==> src/rtl/pc_unit.sv <==
// rtl/pc_unit.sv - program counter register, branch write-enable and exception-vector fetch
module pc_unit #(
  parameter logic [31:0] VEC_BASE = 32'd253,
  parameter logic [31:0] RESET_PC = 32'd0
) (
  input  logic        clk,
  input  logic        reset,
  input  logic [31:0] pc_source_in,
  input  logic        pc_write,
  input  logic        pc_write_cond,
  input  logic [1:0]  branch_op,
  input  logic        alu_zero,
  input  logic        alu_gt,
  input  logic        exc_valid,
  input  logic [1:0]  exc_code,
  output logic        vec_mem_req,
  output logic [31:0] vec_mem_addr,
  input  logic        vec_mem_ack,
  input  logic [7:0]  vec_mem_data,
  output logic        exc_busy,
  output logic [31:0] pc_out,
  output logic [31:0] epc_out
);

  typedef enum logic {IDLE, VFETCH} state_t;

  state_t      state_q, state_d;
  logic [31:0] pc_q, pc_d;
  logic [31:0] epc_q, epc_d;
  logic [1:0]  code_q, code_d;
  logic        cond;
  logic        exc_accept;

  always_ff @(posedge clk or posedge reset) begin
    if (reset) begin
      state_q <= IDLE;
      pc_q    <= RESET_PC;
      epc_q   <= 32'd0;
      code_q  <= 2'd0;
    end else begin
      state_q <= state_d;
      pc_q    <= pc_d;
      epc_q   <= epc_d;
      code_q  <= code_d;
    end
  end

  always_comb begin
    cond = 1'b0;
    case (branch_op)
      2'b00: cond = alu_zero;
      2'b01: cond = ~alu_zero;
      2'b10: cond = alu_gt;
      2'b11: cond = ~alu_gt;
      default: cond = 1'b0;
    endcase
  end

  // Code 3 is reserved and never starts an exception entry.
  assign exc_accept = (state_q == IDLE) && exc_valid && (exc_code != 2'd3);

  always_comb begin
    state_d = state_q;
    pc_d    = pc_q;
    epc_d   = epc_q;
    code_d  = code_q;
    case (state_q)
      IDLE: begin
        if (exc_accept) begin
          epc_d   = pc_q - 32'd4;
          code_d  = exc_code;
          state_d = VFETCH;
        end else if (pc_write || (pc_write_cond && cond)) begin
          pc_d = pc_source_in;
        end
      end
      VFETCH: begin
        if (vec_mem_ack) begin
          pc_d    = {24'b0, vec_mem_data};
          state_d = IDLE;
        end
      end
      default: state_d = IDLE;
    endcase
  end

  always_comb begin
    vec_mem_req  = 1'b0;
    vec_mem_addr = 32'd0;
    exc_busy     = 1'b0;
    if (state_q == VFETCH) begin
      vec_mem_req  = 1'b1;
      vec_mem_addr = VEC_BASE + 32'(code_q);
      exc_busy     = 1'b1;
    end
  end

  assign pc_out  = pc_q;
  assign epc_out = epc_q;

endmodule

==> config.mk <==
export PLATFORM = sky130hd
export DESIGN_NAME = pc_unit
export DESIGN_NICKNAME = d
export VERILOG_FILES = /design/src/rtl/pc_unit.sv
export SDC_FILE = /design/constraint.sdc
export NUM_CORES = 1
export LEC_CHECK = 0
export CORE_AREA = 2 2 85 104
export CTS_CLUSTER_SIZE = 14
export DETAILED_ROUTE_END_ITERATION = 8
export DIE_AREA = 0 0 87 106
export PLACE_DENSITY = 0.8
export SYNTH_ARGS = -nofsm -noshare
export SYNTH_HDL_FRONTEND = slang
export SYNTH_SLANG_ARGS = --single-unit
==> constraint.sdc <==
create_clock -name clk -period 3.29 [get_ports clk]
set_input_delay 0.329 -clock clk [delete_from_list [all_inputs] [get_ports clk]]
set_output_delay 0.329 -clock clk [all_outputs]
set_load 0.1 [all_outputs]
==> metrics.yaml, run 1 <==
run_status:
  status: "finished, final reports clean"
setup_path:
  crit_path_end_kind: "register"
  cp_max_fo: 6
  startpoint_type: "register"
  crit_chain: "inv_1 -> ha_1 -> or4b_4 -> nor4_4 -> nand4_2 -> or4_1 -> a31oi_1"
  crit_required_ps: 3560
  slowest_delay_ps: 520
  path_class: "register to register"
  cp_data_arrival_time_ps: 2740
  cp_slowest_cell: "or4b_4"
logic_synthesis:
  synthSimpleGateAreaFrac_pct: 17.6
  synth_xor_area_share_pct: 6.32
  synth_area_leader_cell: "dfrtp_1"
  synthCells: 385
  netlist-cell-type-count: 38
  synthTopCellsByArea: "dfrtp_1 (48%), o21ai_0 (13%), nand2_1 (6.8%)"
  ys_top_cells_by_count: "o21ai_0 (92), dfrtp_1 (67), nand2_1 (63)"
  synth_top_family_by_area: "simple AND/OR/NAND/NOR gates"
  netlist_area_um2: 3460
  synth_seq_cells: 67
  yosysTopAreaCellShare_pct: 48.4
  synth_edf_count: 0
  synth_compound_gate_area_share_pct: 15.1
  synth_ff_type: "dfrtp_1"
  synthAdderAreaFrac_pct: 0.723
  post-synth-top-count-cell: "o21ai_0"
  synthMuxAreaShare_pct: 2.93
  synth_area_per_cell_um2: 9.00
  yosys_warnings: 0
  synth_async_sr_flop_share_pct: 100
  synth-seq-area-share_pct: 48.4
placement:
  io_buffers: 126
  hpwl_um: 7020
  dp_slack_ps: 841
  dp_cells: 589
  place.gp.congestion: 0.815
timing:
  rsz0062_at_grt: "false"
  relSlewSlack_pct: 29.7
  setup_viol: 0
  worstMarginPinSlew_ps: 1050
  fin_crit_ps: 2470
  hold_ws_ps: 287
  setup_slack_ps: 824
  tns_ps: 0
  max_freq_ghz: 0.406
  maxSlewViolCount: 0
  period_share_pct: 75.0
  finClkSkew_ps: 11.1
  hold_viol: 0
grt:
  track_usage_pct: 20.0
  antenna_found_initial: 0
  grt_pass1_vias: 3084
  grt_overflow: 0
  grt_pass1_wl_um: 14500
  grt_max_degree: 56
hold_path:
  min_path_type: "input pin to async pin"
final_layout:
  fill_cells: 710
  drive_gt1_share_pct: 8.07
  stdcell_count: 605
  diodes: 0
  area_growth_pct: 43.0
  nNetsFinal: 557
routing:
  dr.pass1.iters: 5
  viasPerCell: 5.15
  vias: 3116
  drt_iter0_markers: 150
  drt-total-wl_um: 9090
  ant_nets: 0
  wire_per_inst_um: 15.0
  remaining_drc_errors: 0
clock_network:
  numCtsBuffers: 9
  clockRootBuffer: "clkbuf_8"
  clkLatencyLatePin_ps: 350
  clk_pin_slew_ps: 70
  post_cts_resized: 0
  cts_tree: "done"
  cts_setup_buffers: 0
  htree_levels: 3
  cts_hold_buf: 0
  cts_buffer_depth: 2
  clock-sinks: 67
floorplanning:
  row_count: 37
  chipWidth_um: 87
  design.core.area_um2: 8290
  start_util_pct: 41.8
  die-area_um2: 9220
  dieHeight_um: 106
  ios: 150
job:
  cap_violations: 0
power:
  powerDensity_nw_per_um2: 1050
  irDropWorstVdd_uv: 499
  p_leak_uw: 0.00209
[path summary, 6_finish.rpt]
path | cells after the start | end | slack, ps | start
max in group asynchronous | 3 | epc_out[8] | 2300 | reset
setup reg to reg | 7 | epc_out[30] | 820 | pc_out[2]
setup / recovery | 7 | epc_out[30] | 820 | pc_out[2]
min in group clk | 2 | epc_out[27] | 480 | epc_out[27]
hold / removal | 2 | epc_out[2] | 290 | reset
hold reg to reg | 2 | epc_out[27] | 480 | epc_out[27]
[worst max-delay path, delay by kind of cell (launching register included)]
kind                       cells  cell delay [ps]
and+or+nand+nor                4             1490
DFF                            1              430
AOI/OAI and AO/OA              1              170
buffers and inverters          1              100
adders and majority gates      1              200
[layout make-up]
cell class              instances  area, µm²  share of cell area [%]
inverters                       5       18.8                   0.379
multi-input cells             287       1580                    31.9
clock buffers                  11        131                    2.65
repair buffers                133       1370                    27.7
well taps                      97        121                    2.45
flip-flops and latches         67       1680                    33.8
clock inverters                 5       53.8                    1.09
[power by group]
| group | switching [µW] | internal, µW | leakage, µW |
|---|---|---|---|
| combinational | 2500 | 721 | 0.00114 |
| sequential | 258 | 1060 | 0.000848 |
| clock | 307 | 348 | 0.0000971 |
[kinds of logic after synthesis]
kind of cell               Yosys count
buffers and inverters               53
muxes                               10
adders and majority gates            2
DFF                                 67
other                                1
and+or+nand+nor                    126
xor gates and xnor gates            25
AOI/OAI and AO/OA                  101
[placed cells by master (no fill, tap or decap), drive strengths merged, types with 2 or more instances in the layout]
cell | netlist | routed
mux2i | 9 | 9
inv | 4 | 4
ha | 2 | 2
nand2 | 63 | 63
nand4b | 3 | 3
clkdlybuf4s50 | 0 | 115
clkbuf | 18 | 11
nand3 | 7 | 7
a31oi | 3 | 3
or3 | 4 | 4
and2 | 2 | 2
nor4 | 5 | 5
xor2 | 19 | 19
nor2 | 22 | 22
nand3b | 2 | 2
o21ai | 93 | 93
conb | 1 | 23
buf | 30 | 18
or4 | 4 | 4
nor3 | 7 | 7
dfrtp | 67 | 67
clkinv | 1 | 5
nand4 | 2 | 2
xnor2 | 6 | 6
[through the flow]
step / util (%) / cell area [µm²] / total power, µW
2_1_floorplan: - / 3550 / 3770
3_3_place_gp: 57.5 / 4770 / 4520
3_5_place_dp: 57.5 / 4770 / 4560
4_1_cts: 59.8 / 4950 / 5210
5_1_grt: 59.8 / 4950 / 5390
6_report: 59.8 / 4950 / 5200
[metal layers]
metal | wire, µm | vias up | track usage [%]
li1 | - | 1512 | -
met2 | 4600 | 133 | 32.7
met1 | 3620 | 1440 | 24.5
met3 | 520 | 31 | 3.57
met4 | 351 | 0 | 11.8
met5 | 0 | - | 0
[registers in the layout, indices dropped and copies added (netlist names)]
register  count
state_q       1
pc_out       32
epc_out      32
code_q        2
(Power assumes the default switching activity.)
==> run 2: changes to the inputs <==
- clock period: 3.29 -> 2.5 ns (I/O delays scaled with it)
==> metrics.yaml, run 2 (synthesis results as in run 1) <==
timing:
  maxSlewViolCount: 0
  relSlewSlack_pct: 62.0
  worstMarginPinSlew_ps: 569
  setup_viol: 0
  period_share_pct: 90.5
  tns_ps: 0
  fin_crit_ps: 2260
  max_freq_ghz: 0.442
  hold_viol: 0
  finClkSkew_ps: 8.46
  rsz0062_at_grt: "false"
clock_network:
  htree_levels: 3
  cts_hold_buf: 0
  clock-sinks: 67
  cts_buffer_depth: 2
  clockRootBuffer: "clkbuf_8"
  numCtsBuffers: 9
  clk_pin_slew_ps: 70
  cts_setup_buffers: 0
  clkLatencyLatePin_ps: 360
  post_cts_resized: 0
  cts_tree: "done"
power:
  clkPwrFrac_pct: 12.5
  seqPwrFrac_pct: 25.3
  powerDensity_nw_per_um2: 1390
  finalPower_uw: 6790
  irDropWorstVdd_uv: 653
  p_leak_uw: 0.00221
  p_int_uw: 2730
  power_frac_comb_pct: 62.1
  p_switching_uw: 4060
  power_switching_share_pct: 59.8
floorplanning:
  die-area_um2: 9220
  design.core.area_um2: 8290
  ios: 150
  chipWidth_um: 87
  dieHeight_um: 106
  start_util_pct: 41.8
  row_count: 37
routing:
  wire_per_inst_um: 16.0
  remaining_drc_errors: 0
  viasPerCell: 5.29
  vias: 3238
  drt-total-wl_um: 9770
  dr.pass1.iters: 6
  drt_iter0_markers: 174
  ant_nets: 0
final_layout:
  drive_gt1_share_pct: 23.5
  diodes: 0
  area_growth_pct: 40.6
  final_cell_mix: "o21ai_0 (92), buf_4 (82), nand2_1 (63)"
  nNetsFinal: 565
  final_common_cell: "o21ai_0"
grt:
  grt_max_degree: 41
  grt_pass1_vias: 3129
  grt_pass1_wl_um: 15400
  grt_overflow: 0
  antenna_found_initial: 0
  track_usage_pct: 21.9
setup_path:
  cp_max_fo: 6
  startpoint_type: "register"
  cp_data_arrival_time_ps: 2550
  crit_path_end_kind: "register"
  path_class: "register to register"
  crit_required_ps: 2780
placement:
  io_buffers: 126
  hpwl_um: 7260
  place.gp.congestion: 0.909
run_status:
  status: "finished, final reports clean"
hold_path:
  min_path_type: "input pin to async pin"
job:
  cap_violations: 0
-- run 2: cell types whose count changed in the layout (fill, tap and decap cells not counted) --
cell,before,now
dfrtp_1,67,58
nor2_2,0,1
clkinv_4,1,0
clkdlybuf4s50_1,115,51
nor2_1,21,20
dfrtp_2,0,9
buf_4,11,82
buf_12,7,8
clkbuf_1,2,3
clkinv_2,3,2
-- run 2: layout make-up --
cell class,count,area [µm²]
clock buffers,12,135
clock inverters,3,40.0
fillers,700,3420
inverters,5,18.8
multi-input cells,287,1580
flip-flops and latches,67,1690
well taps,97,121
repair buffers,141,1290
-- run 2: per-stage QoR --
stage	hold slack (ps)	worst slack (ps)	cell area [µm²]	util, %	cells
final	224	237	4870	58.8	612
after global routing	252	122	4870	58.8	612
after CTS	221	246	4870	58.8	612
after detailed placement	467	273	4690	56.7	597
after global placement	462	340	4690	56.7	597
after floorplan	386	-9.04	3570	-	407
-- run 2: path summary, 6_finish.rpt --
kind | start | to | slack (ps) | depth (start not counted)
max | pc_out[2] | epc_out[30] | 240 | 7
min | reset | epc_out[8] | 220 | 2
max reg2reg | pc_out[2] | epc_out[30] | 240 | 7
min reg2reg | epc_out[1] | epc_out[1] | 480 | 2
max in group asynchronous | reset | pc_out[15] | 1650 | 3
min in group clk | pc_source_in[16] | pc_out[16] | 440 | 3
-- run 2: power by group through the flow --
stage | clock network (µW) | logic, µW | registers, µW
2_1_floorplan | 0 | 1030 | 3940
3_3_place_gp | 0 | 4180 | 1720
3_5_place_dp | 0 | 4220 | 1740
4_1_cts | 865 | 4230 | 1720
5_1_grt | 911 | 4380 | 1770
6_report | 851 | 4220 | 1720
-- run 2: worst max-delay path: stages, from the launching register on --
cell	delay [ps]
dfrtp_2	430
inv_1	90
ha_1	200
or4b_4	520
nor4_4	200
nand4_2	160
or4_1	430
a31oi_1	170
-- run 2: layer usage --
layer / share of wire [%] / global-route usage, % / vias up
met5: 0 / 0 / -
met4: 6.0 / 15.1 / 0
met3: 5.8 / 5.28 / 45
met2: 50 / 33.6 / 153
met1: 38 / 26.8 / 1516
li1: - / - / 1524
==> run 3: changes to the inputs <==
- clock period: 2.5 -> 2.6 ns (I/O delays scaled with it)
==> metrics.yaml, run 3 (synthesis results as in run 1) <==
final_layout:
  final_cell_mix: "o21ai_0 (92), buf_4 (80), nand2_1 (63), dfrtp_1 (63), clkdlybuf4s50_1 (51)"
  area_growth_pct: 40.9
  diodes: 0
  fill_cells: 719
  drive_gt1_share_pct: 22.4
  stdcell_count: 611
  final_common_cell: "o21ai_0"
  nNetsFinal: 563
timing:
  fin_crit_ps: 2350
  rsz0062_at_grt: "false"
  worstMarginPinSlew_ps: 644
  max_freq_ghz: 0.426
  period_share_pct: 90.3
  relSlewSlack_pct: 57.1
  tns_ps: 0
  finClkSkew_ps: 18.1
  maxSlewViolCount: 0
  setup_viol: 0
  hold_viol: 0
run_status:
  status: "finished, final reports clean"
grt:
  grt_max_degree: 39
  track_usage_pct: 21.9
  grt_overflow: 0
  grt_pass1_wl_um: 15700
  antenna_found_initial: 0
  grt_pass1_vias: 3096
clock_network:
  htree_levels: 3
  numCtsBuffers: 9
  clk_pin_slew_ps: 70
  cts_tree: "done"
  cts_setup_buffers: 0
  cts_buffer_depth: 2
  clock-sinks: 67
  clkLatencyLatePin_ps: 350
  cts_hold_buf: 0
  post_cts_resized: 0
  clockRootBuffer: "clkbuf_8"
setup_path:
  crit_required_ps: 2860
  path_class: "register to register"
  cp_data_arrival_time_ps: 2610
  crit_path_end_kind: "register"
  cp_max_fo: 6
  startpoint_type: "register"
routing:
  drt-total-wl_um: 9630
  wire_per_inst_um: 15.8
  viasPerCell: 5.19
  ant_nets: 0
  vias: 3172
  dr.pass1.iters: 4
  drt_iter0_markers: 209
  remaining_drc_errors: 0
floorplanning:
  ios: 150
  dieHeight_um: 106
  chipWidth_um: 87
  start_util_pct: 41.8
  row_count: 37
  design.core.area_um2: 8290
  die-area_um2: 9220
power:
  powerDensity_nw_per_um2: 1350
  p_leak_uw: 0.00221
  irDropWorstVdd_uv: 620
placement:
  hpwl_um: 7050
  io_buffers: 126
  place.gp.congestion: 0.837
  dp_cells: 595
hold_path:
  min_path_type: "input pin to async pin"
job:
  cap_violations: 0
-- run 3: through the flow --
step	setup WS (ps)	utilization, %	power [µW]	hold slack, ps	instance area [µm²]
after floorplan	22.8	-	4780	396	3560
after global placement	354	56.5	5670	463	4680
after global routing	145	58.9	6830	229	4880
after CTS	255	58.9	6610	206	4880
final	251	58.9	6580	206	4880
after detailed placement	273	56.5	5730	465	4680
-- run 3: path summary, 6_finish.rpt --
path                                        from     endpoint  slack (ps)  cells after the start
worst max-delay path                   pc_out[2]  epc_out[30]         250                      7
worst min-delay path                       reset   pc_out[16]         210                      2
worst max register to register         pc_out[2]  epc_out[30]         250                      7
worst min register to register       epc_out[16]  epc_out[16]         480                      2
max in group asynchronous                  reset      state_q        1750                      3
min in group clk                pc_source_in[29]   pc_out[29]         470                      3
-- run 3: final cells by class --
class	instances	area [µm²]	share of cell area (%)
well taps	97	121	2.49
clock buffers	14	163	3.33
flip-flops and latches	67	1680	34.5
multi-input cells	287	1590	32.5
repair buffers	139	1270	26.1
clock inverters	2	35.0	0.718
inverters	5	18.8	0.385
-- run 3: critical path, stage by stage, from the launching register on --
cell     delay (ps)
dfrtp_2         440
inv_1            90
ha_1            200
or4b_4          520
nor4_4          260
nand4_2         150
or4_1           440
a31oi_1         170
-- run 3: where the power goes --
| part | leakage, µW | internal [µW] | total (µW) | switching, µW |
|---|---|---|---|---|
| logic | 0.00127 | 833 | 4030 | 3200 |
| clock network | 0.000101 | 496 | 878 | 382 |
| registers | 0.000843 | 1350 | 1670 | 321 |
-- run 3: layer usage --
metal | share of wire, % | vias up | track usage (%)
met4 | 2.3 | 0 | 10.8
li1 | - | 1516 | -
met3 | 6.2 | 18 | 4.04
met1 | 40 | 1504 | 28.2
met5 | 0 | - | 0
met2 | 52 | 134 | 35.1
